==> config.mk <==
export PLATFORM = sky130hd
export DESIGN_NAME = stage2_frame_capture
export DESIGN_NICKNAME = d
export VERILOG_FILES = /design/src/rtl/stage2_frame_capture_pkg.sv /design/src/rtl/stage2_field_shift.sv /design/src/rtl/stage2_frame_capture.sv
export SDC_FILE = /design/constraint.sdc
export NUM_CORES = 2
export LEC_CHECK = 0
export CORE_AREA = 2 2 381 383
export CTS_CLUSTER_DIAMETER = 120
export DETAILED_ROUTE_END_ITERATION = 16
export DIE_AREA = 0 0 383 385
export MAX_ROUTING_LAYER = met4
export PLACE_DENSITY_LB_ADDON = 0.05
export SETUP_SLACK_MARGIN = 0.02
export SKIP_CTS_REPAIR_TIMING = 1
export SYNTH_ARGS = -nofsm -noshare
export SYNTH_HDL_FRONTEND = slang
export SYNTH_SLANG_ARGS = --single-unit
==> constraint.sdc <==
create_clock -name clk -period 6.55 [get_ports clk]
set_input_delay 1.6375 -clock clk [delete_from_list [all_inputs] [get_ports clk]]
set_output_delay 1.6375 -clock clk [all_outputs]
set_load 0.02 [all_outputs]
==> src/rtl/stage2_frame_capture_pkg.sv <==
// -----------------------------------------------------------------------------
// stage2_frame_capture_pkg
// Shared definitions for the stage-2 frame capture block: field widths of the
// market-data block, message geometry, FSM state encoding, error codes and
// two small helpers (first-error-wins merge, expected block_size).
// -----------------------------------------------------------------------------
package stage2_frame_capture_pkg;

    // Field widths of the market-data block
    localparam int BLOCK_SIZE_BITS     = 16;
    localparam int SEQ_NUMBER_BITS     = 32;
    localparam int MESSAGE_NUMBER_BITS = 8;
    localparam int TIME_MESSAGE_BITS   = 64;
    localparam int MAX_MESSAGE_BITS    = 280;
    localparam int CHECK_SUM_DATA_BITS = 8;

    // Block geometry
    localparam int MAX_MSGS        = 3;
    localparam int MSG_BYTES       = MAX_MESSAGE_BITS / 8;
    localparam int CHK_BYTES       = CHECK_SUM_DATA_BITS / 8;
    localparam int HDR_BYTES       = 15;
    localparam int BLOCK_SIZE_BASE = 13;

    typedef enum logic [2:0] {
        ST_IDLE  = 3'd0,
        ST_HDR   = 3'd1,
        ST_MSG   = 3'd2,
        ST_CHK   = 3'd3,
        ST_DRAIN = 3'd4,
        ST_OUT   = 3'd5
    } state_e;

    typedef enum logic [2:0] {
        ERR_OK      = 3'd0,
        ERR_SHORT   = 3'd1,
        ERR_LONG    = 3'd2,
        ERR_MSGCNT  = 3'd3,
        ERR_BLKSIZE = 3'd4
    } err_e;

    // The first error latched for a frame is the one reported.
    function automatic err_e first_err(input err_e cur, input err_e nxt);
        return (cur == ERR_OK) ? nxt : cur;
    endfunction

    // block_size counts everything after the block_size field itself
    // except the trailer: 13 header bytes plus 35 per message.
    function automatic logic [15:0] expected_block_size(input logic [7:0] msg_num);
        return 16'(BLOCK_SIZE_BASE) + 16'(msg_num) * 16'(MSG_BYTES);
    endfunction

endpackage

==> src/rtl/stage2_field_shift.sv <==
// -----------------------------------------------------------------------------
// stage2_field_shift
// Byte-into-field register: places one stream byte into a big-endian byte
// lane of a wide field (lane 0 = MSBs). A clear empties the whole field and
// may coincide with a load, so the first byte of a frame lands in an
// otherwise zero field. Lanes never written stay zero.
//
// Ports:
//   clk_i    in   clock
//   rst_ni   in   synchronous active-low reset, clears the field
//   clr_i    in   clear the field (takes effect before the load)
//   load_i   in   write byte_i into lane idx_i
//   idx_i    in   byte lane index, 0 = most significant byte
//   byte_i   in   stream byte
//   field_o  out  captured field
// -----------------------------------------------------------------------------
module stage2_field_shift #(
    parameter int FIELD_W = 16
) (
    input  logic               clk_i,
    input  logic               rst_ni,
    input  logic               clr_i,
    input  logic               load_i,
    input  logic [5:0]         idx_i,
    input  logic [7:0]         byte_i,
    output logic [FIELD_W-1:0] field_o
);

    localparam int NB = FIELD_W / 8;

    logic [FIELD_W-1:0] field_q, field_d;

    always_comb begin
        field_d = clr_i ? '0 : field_q;
        if (load_i) begin
            for (int k = 0; k < NB; k++) begin
                if (idx_i == 6'(k)) begin
                    field_d[FIELD_W-1-8*k -: 8] = byte_i;
                end
            end
        end
    end

    always_ff @(posedge clk_i) begin
        if (!rst_ni) begin
            field_q <= '0;
        end else begin
            field_q <= field_d;
        end
    end

    assign field_o = field_q;

endmodule

==> src/rtl/stage2_frame_capture.sv <==
// -----------------------------------------------------------------------------
// stage2_frame_capture
// Deframes a byte-serial market-data block into parallel header fields, up to
// three 280-bit messages and the received trailer checksum byte, then holds
// the frame on its outputs until downstream accepts it.
// Wire order: block_size(2) seq(4) msg_number(1) time(8) messages(35 each)
// checksum(1), all big-endian.
//
// Optional build macro: CHK_RUNNING_EN adds an 8-bit running byte sum of the
// header and message bytes (calc_check_sum_data) and a compare flag against
// the received trailer (check_mismatch).
//
// Ports:
//   clk, rst_n                        clock, synchronous active-low reset
//   in_data/in_valid/in_sop/in_eop    byte stream in
//   in_ready                          low while a frame is being presented
//   block_size_data .. time_message_data   header fields
//   message_1..3                      messages, unused slots zero
//   rx_check_sum_data                 received trailer byte
//   frame_valid/frame_ready           frame handshake
//   frame_err/err_code                error flag and code, valid with frame_valid
//   calc_check_sum_data/check_mismatch    only with CHK_RUNNING_EN
// -----------------------------------------------------------------------------
module stage2_frame_capture
    import stage2_frame_capture_pkg::*;
(
    input  logic         clk,
    input  logic         rst_n,
    input  logic [7:0]   in_data,
    input  logic         in_valid,
    input  logic         in_sop,
    input  logic         in_eop,
    output logic         in_ready,
    output logic [15:0]  block_size_data,
    output logic [31:0]  seq_number_data,
    output logic [7:0]   message_number_data,
    output logic [63:0]  time_message_data,
    output logic [279:0] message_1,
    output logic [279:0] message_2,
    output logic [279:0] message_3,
    output logic [7:0]   rx_check_sum_data,
    output logic         frame_valid,
    input  logic         frame_ready,
`ifdef CHK_RUNNING_EN
    output logic [7:0]   calc_check_sum_data,
    output logic         check_mismatch,
`endif
    output logic         frame_err,
    output logic [2:0]   err_code
);

    state_e        state_q, state_d;
    err_e          err_q, err_d;
    logic [5:0]    cnt_q, cnt_d;
    logic [1:0]    slot_q, slot_d;
    logic          beat;
    logic [1:0]    msg_slots;
    logic          clr_fields;
    logic          ld_blk, ld_seq, ld_num, ld_time, ld_chk;
    logic [MAX_MSGS-1:0] ld_msg;
    logic [5:0]    idx;
    logic [MAX_MESSAGE_BITS-1:0] msg_w [MAX_MSGS];

    assign beat        = in_valid && in_ready;
    assign in_ready    = (state_q != ST_OUT);
    assign frame_valid = (state_q == ST_OUT);
    assign frame_err   = (err_q != ERR_OK);
    assign err_code    = err_q;

    // Oversized message counts still capture, limited to the slots we have.
    assign msg_slots = (message_number_data > 8'(MAX_MSGS)) ? 2'(MAX_MSGS)
                                                            : message_number_data[1:0];

    // -------------------------------------------------------------------------
    // Field capture registers
    // -------------------------------------------------------------------------
    stage2_field_shift #(.FIELD_W(BLOCK_SIZE_BITS)) u_blk (
        .clk_i(clk), .rst_ni(rst_n), .clr_i(clr_fields), .load_i(ld_blk),
        .idx_i(idx), .byte_i(in_data), .field_o(block_size_data));

    stage2_field_shift #(.FIELD_W(SEQ_NUMBER_BITS)) u_seq (
        .clk_i(clk), .rst_ni(rst_n), .clr_i(clr_fields), .load_i(ld_seq),
        .idx_i(idx), .byte_i(in_data), .field_o(seq_number_data));

    stage2_field_shift #(.FIELD_W(MESSAGE_NUMBER_BITS)) u_num (
        .clk_i(clk), .rst_ni(rst_n), .clr_i(clr_fields), .load_i(ld_num),
        .idx_i(idx), .byte_i(in_data), .field_o(message_number_data));

    stage2_field_shift #(.FIELD_W(TIME_MESSAGE_BITS)) u_time (
        .clk_i(clk), .rst_ni(rst_n), .clr_i(clr_fields), .load_i(ld_time),
        .idx_i(idx), .byte_i(in_data), .field_o(time_message_data));

    stage2_field_shift #(.FIELD_W(CHECK_SUM_DATA_BITS)) u_chk (
        .clk_i(clk), .rst_ni(rst_n), .clr_i(clr_fields), .load_i(ld_chk),
        .idx_i(idx), .byte_i(in_data), .field_o(rx_check_sum_data));

    for (genvar g = 0; g < MAX_MSGS; g++) begin : g_msg
        stage2_field_shift #(.FIELD_W(MAX_MESSAGE_BITS)) u_msg (
            .clk_i(clk), .rst_ni(rst_n), .clr_i(clr_fields), .load_i(ld_msg[g]),
            .idx_i(idx), .byte_i(in_data), .field_o(msg_w[g]));
    end

    assign message_1 = msg_w[0];
    assign message_2 = msg_w[1];
    assign message_3 = msg_w[2];

    // -------------------------------------------------------------------------
    // Deframing FSM: next state, counters, error and field write strobes
    // -------------------------------------------------------------------------
    always_comb begin
        state_d    = state_q;
        err_d      = err_q;
        cnt_d      = cnt_q;
        slot_d     = slot_q;
        clr_fields = 1'b0;
        ld_blk     = 1'b0;
        ld_seq     = 1'b0;
        ld_num     = 1'b0;
        ld_time    = 1'b0;
        ld_chk     = 1'b0;
        ld_msg     = '0;
        idx        = '0;

        if (beat) begin
            unique case (state_q)
                ST_IDLE: begin
                    // The sop byte is header byte 0; everything else is dropped.
                    if (in_sop) begin
                        clr_fields = 1'b1;
                        err_d      = ERR_OK;
                        ld_blk     = 1'b1;
                        cnt_d      = 6'd1;
                        slot_d     = '0;
                        state_d    = ST_HDR;
                        if (in_eop) begin
                            err_d   = ERR_SHORT;
                            state_d = ST_OUT;
                        end
                    end
                end
                ST_HDR: begin
                    if (in_sop) begin
                        err_d   = first_err(err_q, ERR_SHORT);
                        state_d = ST_OUT;
                    end else begin
                        if (cnt_q < 6'd2) begin
                            ld_blk = 1'b1;
                            idx    = cnt_q;
                        end else if (cnt_q < 6'd6) begin
                            ld_seq = 1'b1;
                            idx    = cnt_q - 6'd2;
                        end else if (cnt_q == 6'd6) begin
                            ld_num = 1'b1;
                            if (in_data > 8'(MAX_MSGS)) begin
                                err_d = first_err(err_d, ERR_MSGCNT);
                            end
                        end else begin
                            ld_time = 1'b1;
                            idx     = cnt_q - 6'd7;
                        end
                        if (cnt_q == 6'(HDR_BYTES - 1)) begin
                            cnt_d   = '0;
                            slot_d  = '0;
                            state_d = (msg_slots == 2'd0) ? ST_CHK : ST_MSG;
                        end else begin
                            cnt_d = cnt_q + 6'd1;
                        end
                        if (in_eop) begin
                            err_d   = first_err(err_d, ERR_SHORT);
                            state_d = ST_OUT;
                        end
                    end
                end
                ST_MSG: begin
                    if (in_sop) begin
                        err_d   = first_err(err_q, ERR_SHORT);
                        state_d = ST_OUT;
                    end else begin
                        ld_msg = 3'b001 << slot_q;
                        idx    = cnt_q;
                        if (cnt_q == 6'(MSG_BYTES - 1)) begin
                            cnt_d = '0;
                            if (slot_q == msg_slots - 2'd1) begin
                                state_d = ST_CHK;
                            end else begin
                                slot_d = slot_q + 2'd1;
                            end
                        end else begin
                            cnt_d = cnt_q + 6'd1;
                        end
                        if (in_eop) begin
                            err_d   = first_err(err_d, ERR_SHORT);
                            state_d = ST_OUT;
                        end
                    end
                end
                ST_CHK: begin
                    if (in_sop) begin
                        err_d   = first_err(err_q, ERR_SHORT);
                        state_d = ST_OUT;
                    end else begin
                        ld_chk = 1'b1;
                        if (in_eop) begin
                            state_d = ST_OUT;
                        end else begin
                            err_d   = first_err(err_q, ERR_LONG);
                            state_d = ST_DRAIN;
                        end
                    end
                end
                ST_DRAIN: begin
                    if (in_eop) begin
                        state_d = ST_OUT;
                    end
                end
                default: begin
                    state_d = state_q;
                end
            endcase
        end

        if (state_q == ST_OUT && frame_ready) begin
            state_d = ST_IDLE;
        end

        // Header fields are complete by the time a clean frame reaches OUT.
        if (state_q != ST_OUT && state_d == ST_OUT &&
            block_size_data != expected_block_size(message_number_data)) begin
            err_d = first_err(err_d, ERR_BLKSIZE);
        end
    end

    always_ff @(posedge clk) begin
        if (!rst_n) begin
            state_q <= ST_IDLE;
            err_q   <= ERR_OK;
            cnt_q   <= '0;
            slot_q  <= '0;
        end else begin
            state_q <= state_d;
            err_q   <= err_d;
            cnt_q   <= cnt_d;
            slot_q  <= slot_d;
        end
    end

`ifdef CHK_RUNNING_EN
    // -------------------------------------------------------------------------
    // Running mod-256 sum of every captured header and message byte
    // -------------------------------------------------------------------------
    logic [7:0] sum_q, sum_d;

    always_comb begin
        sum_d = sum_q;
        if (clr_fields) begin
            sum_d = in_data;
        end else if (ld_blk || ld_seq || ld_num || ld_time || (ld_msg != '0)) begin
            sum_d = sum_q + in_data;
        end
    end

    always_ff @(posedge clk) begin
        if (!rst_n) begin
            sum_q <= '0;
        end else begin
            sum_q <= sum_d;
        end
    end

    assign calc_check_sum_data = sum_q;
    assign check_mismatch      = frame_valid && (sum_q != rx_check_sum_data);
`endif

endmodule

==> flow_metrics.py <==
metrics = {
    "synthesis": {
        "yosys_warnings": 0,
        "synthAdderAreaFrac": 0.0169,
        "ys_seq_area_frac": 0.522,
        "synth_area_mm2": 0.0376,
        "synth_compound_area_frac": 0.0227,
        "postSynthCellCount": 3703,
        "synthSimpleGateAreaFrac": 0.148,
        "synth-edff-count": 0,
        "yosysUniqueCellTypes": 71,
        "ys_async_sr_fraction": 0,
        "synth_flop_cell": "dfxtp_1",
        "synthMuxAreaShare": 0.252,
        "syn_area_per_cell_um2": 10.2,
        "syn_nets": 3766,
        "ys_ff_latch": 982,
        "synth_top_family_by_area": "multiplexers",
        "synth_xor_xnor_area_share": 0.00442,
    },
    "worst_setup_path": {
        "critPathRequiredTime_ns": 7.12,
        "reg2reg_from": "u_num.field_o[7]$_SDFF_PN0_",
        "critPathKind": "in -> reg",
        "r2r-end": "err_code[2]$_SDFF_PN0_",
        "worstPathMaxFanout": 17,
        "slowest_delay_ns": 0.66,
        "startpoint_type": "input pin",
        "arrival_ns": 5.57,
        "crit_slowest_cell": "and3_1",
        "path_cells": "clkdlybuf4s50_1 -> or3b_4 -> nor2_4 -> nand2_1 -> a211oi_2 -> buf_4 -> and3_1 -> nand2_1 -> mux2i_1",
        "cpMostUsedCell": "nand2_1",
        "rr_worst_depth": 15,
        "worstSetupStartpoint": "in_sop",
        "endpoint_kind": "flip-flop",
        "r2r_slack_ns": 2.06,
    },
    "outcome": {
        "outcome": "finished clean",
    },
    "timing": {
        "slew_viol_final": 0,
        "finalCritPeriodShare": 0.763,
        "setup_viol": 0,
        "fin_tns_setup_ns": 0,
        "clock_skew_ns": 0.0233,
        "finalCriticalPeriod_ns": 4.99,
        "timing.final.ws_setup_ns": 1.56,
        "hold_viol_final": 0,
        "fmax_mhz": 200,
        "rsz0062_at_grt": "no",
        "relSlewSlack": 0.183,
        "tightest_slew_ns": 1.22,
        "holdWs_ns": 0.454,
    },
    "grt": {
        "grt_pass1_vias": 29400,
        "grt_antenna_before_repair": 2,
        "track_usage": 0.231,
        "grt_pass1_wl_um": 238000,
        "overflow": 0,
        "grt_max_degree": 152,
    },
    "floorplan": {
        "num_io_pins": 988,
        "die_x_um": 383,
        "placementRows": 139,
        "start_util": 0.263,
        "die_area_mm2": 0.147,
        "die-height_um": 385,
        "core_area_mm2": 0.143,
    },
    "detailed_routing": {
        "drc": 0,
        "vias_per_cell": 4.50,
        "firstDrtPassIters": 5,
        "ant_nets": 0,
        "drtIter0Drc": 1441,
        "wl_per_cell_um": 26.0,
        "num_vias": 29600,
        "wirelength_um": 172000,
    },
    "clock_tree": {
        "numCtsBuffers": 116,
        "insertion_delay_ns": 0.74,
        "cts_tree": "done",
        "clkSinkCount": 982,
        "cts_buffer_depth": 3,
        "htreeDepth": 3,
        "clkSlewWorstSetupHoldPaths_ns": 0.06,
        "cts_root_buf": "clkbuf_16",
    },
    "hold_path": {
        "hp-start": "g_msg[2].u_msg.field_o[65]$_SDFF_PN0_",
        "hold_path_depth": 2,
        "min_to": "g_msg[2].u_msg.field_o[65]$_SDFF_PN0_",
        "hold_path_class": "reg -> reg",
    },
    "final_layout": {
        "final_cell_mix": "nand2_1 (1025), clkdlybuf4s50_1 (986), dfxtp_1 (982)",
        "layout_commonest_cell": "nand2_1",
        "fin_nets": 4655,
        "stdcell_count": 6592,
        "layout-drive-gt1-share": 0.0702,
        "syn_to_final_growth_pct": 42.0,
    },
    "place": {
        "place.port_buffers": 987,
        "dpl_worst_slack_ns": 0.849,
        "gp_congestion": 0.798,
        "dp.cells": 6377,
        "hpwlAfterDp_um": 119000,
    },
    "power_and_ir_drop": {
        "p_leak_nw": 21.4,
        "p_per_area_mw_per_mm2": 245,
        "vdd_drop_max_mv": 0.197,
    },
    "run": {
        "cap_viol_max_count": 0,
    },
}
==> through the flow <==
stage	utilization	power, mW	instance area, µm²
after floorplan	-	6.37	37600
after global placement	0.346	6.60	49500
after detailed placement	0.346	6.60	49500
after CTS	0.373	13.3	53400
after global routing	0.373	13.6	53400
final	0.373	13.1	53400
==> cells in the mapped netlist, drive strengths merged (6+ instances only) <==
cell type	count	area share
dfxtp	982	0.52
clkbuf	231	0.023
nor4	6	0.0012
a21oi	22	0.0029
and3	8	0.0013
and2	15	0.0025
or3	11	0.0018
xor2	8	0.0019
nand4	14	0.0041
inv	38	0.0038
o21ai	35	0.0048
nand2	1034	0.10
nand3	32	0.0044
nor2	68	0.0094
a22oi	12	0.0025
buf	42	0.0061
nand2b	7	0.0012
ha	46	0.015
xnor2	11	0.0026
nor3	38	0.012
or2	13	0.0022
a211oi	9	0.0021
mux2i	949	0.25
nor2b	7	0.0012
==> where the power goes <==
part	internal (mW)	total, mW	leakage, nW	switching [mW]
clock	3.89	6.64	1.92	2.74
sequential	5.98	5.99	7.91	0.00955
combinational	0.0820	0.460	11.5	0.378
total	9.95	13.1	21.4	3.13
==> critical path: cells and delay by family <==
kind	cells	cell delay (ns)
AOI/OAI and AO/OA	1	0.43
buffers and inverters	2	0.80
muxes	1	0.23
and+or+nand+nor	5	2.42
==> layer usage <==
layer,vias to the layer above,global-route usage,share of wire
li1,14200,-,-
met1,14400,0.268,0.42
met2,825,0.377,0.48
met3,202,0.0714,0.073
met4,0,0.0797,0.035
met5,-,-,0
==> layout make-up <==
class,instances,area (µm²)
diodes,2,5.00
repair buffers,1044,10500
fillers,14400,89700
inverters,38,143
multi-input cells,2410,16800
clock inverters,33,417
clock buffers,180,3490
flip-flops and latches,982,19700
well taps,1903,2380
==> worst max-delay path by stage <==
stage                                                         to
after global routing       g_msg[2].u_msg.field_o[86]$_SDFF_PN0_
after CTS                 g_msg[0].u_msg.field_o[152]$_SDFF_PN0_
after floorplan           g_msg[2].u_msg.field_o[144]$_SDFF_PN0_
final                     g_msg[0].u_msg.field_o[248]$_SDFF_PN0_
after detailed placement  g_msg[1].u_msg.field_o[146]$_SDFF_PN0_
after global placement              u_seq.field_o[24]$_SDFF_PN0_
==> state kept, by name, indices dropped and copies added (netlist names) <==
| register | cells |
|---|---|
| cnt_q | 6 |
| u_num.field_o | 8 |
| u_time.field_o | 64 |
| u_blk.field_o | 16 |
| g_msg.u_msg.field_o | 840 |
| err_code | 3 |
| state_q | 3 |
| u_chk.field_o | 8 |
| slot_q | 2 |
| u_seq.field_o | 32 |
==> cell families (layout without fill, tap and decap cells) <==
| logic type | Yosys count | in the layout |
|---|---|---|
| and+or+nand+nor | 1267 | 1267 |
| DFF | 982 | 982 |
| muxes | 949 | 949 |
| buffers and inverters | 311 | 1295 |
| AOI/OAI and AO/OA | 126 | 126 |
| adders and majority gates | 49 | 49 |
| xor gates and xnor gates | 19 | 19 |
| other | 0 | 2 |
(Power assumes the default switching activity.)
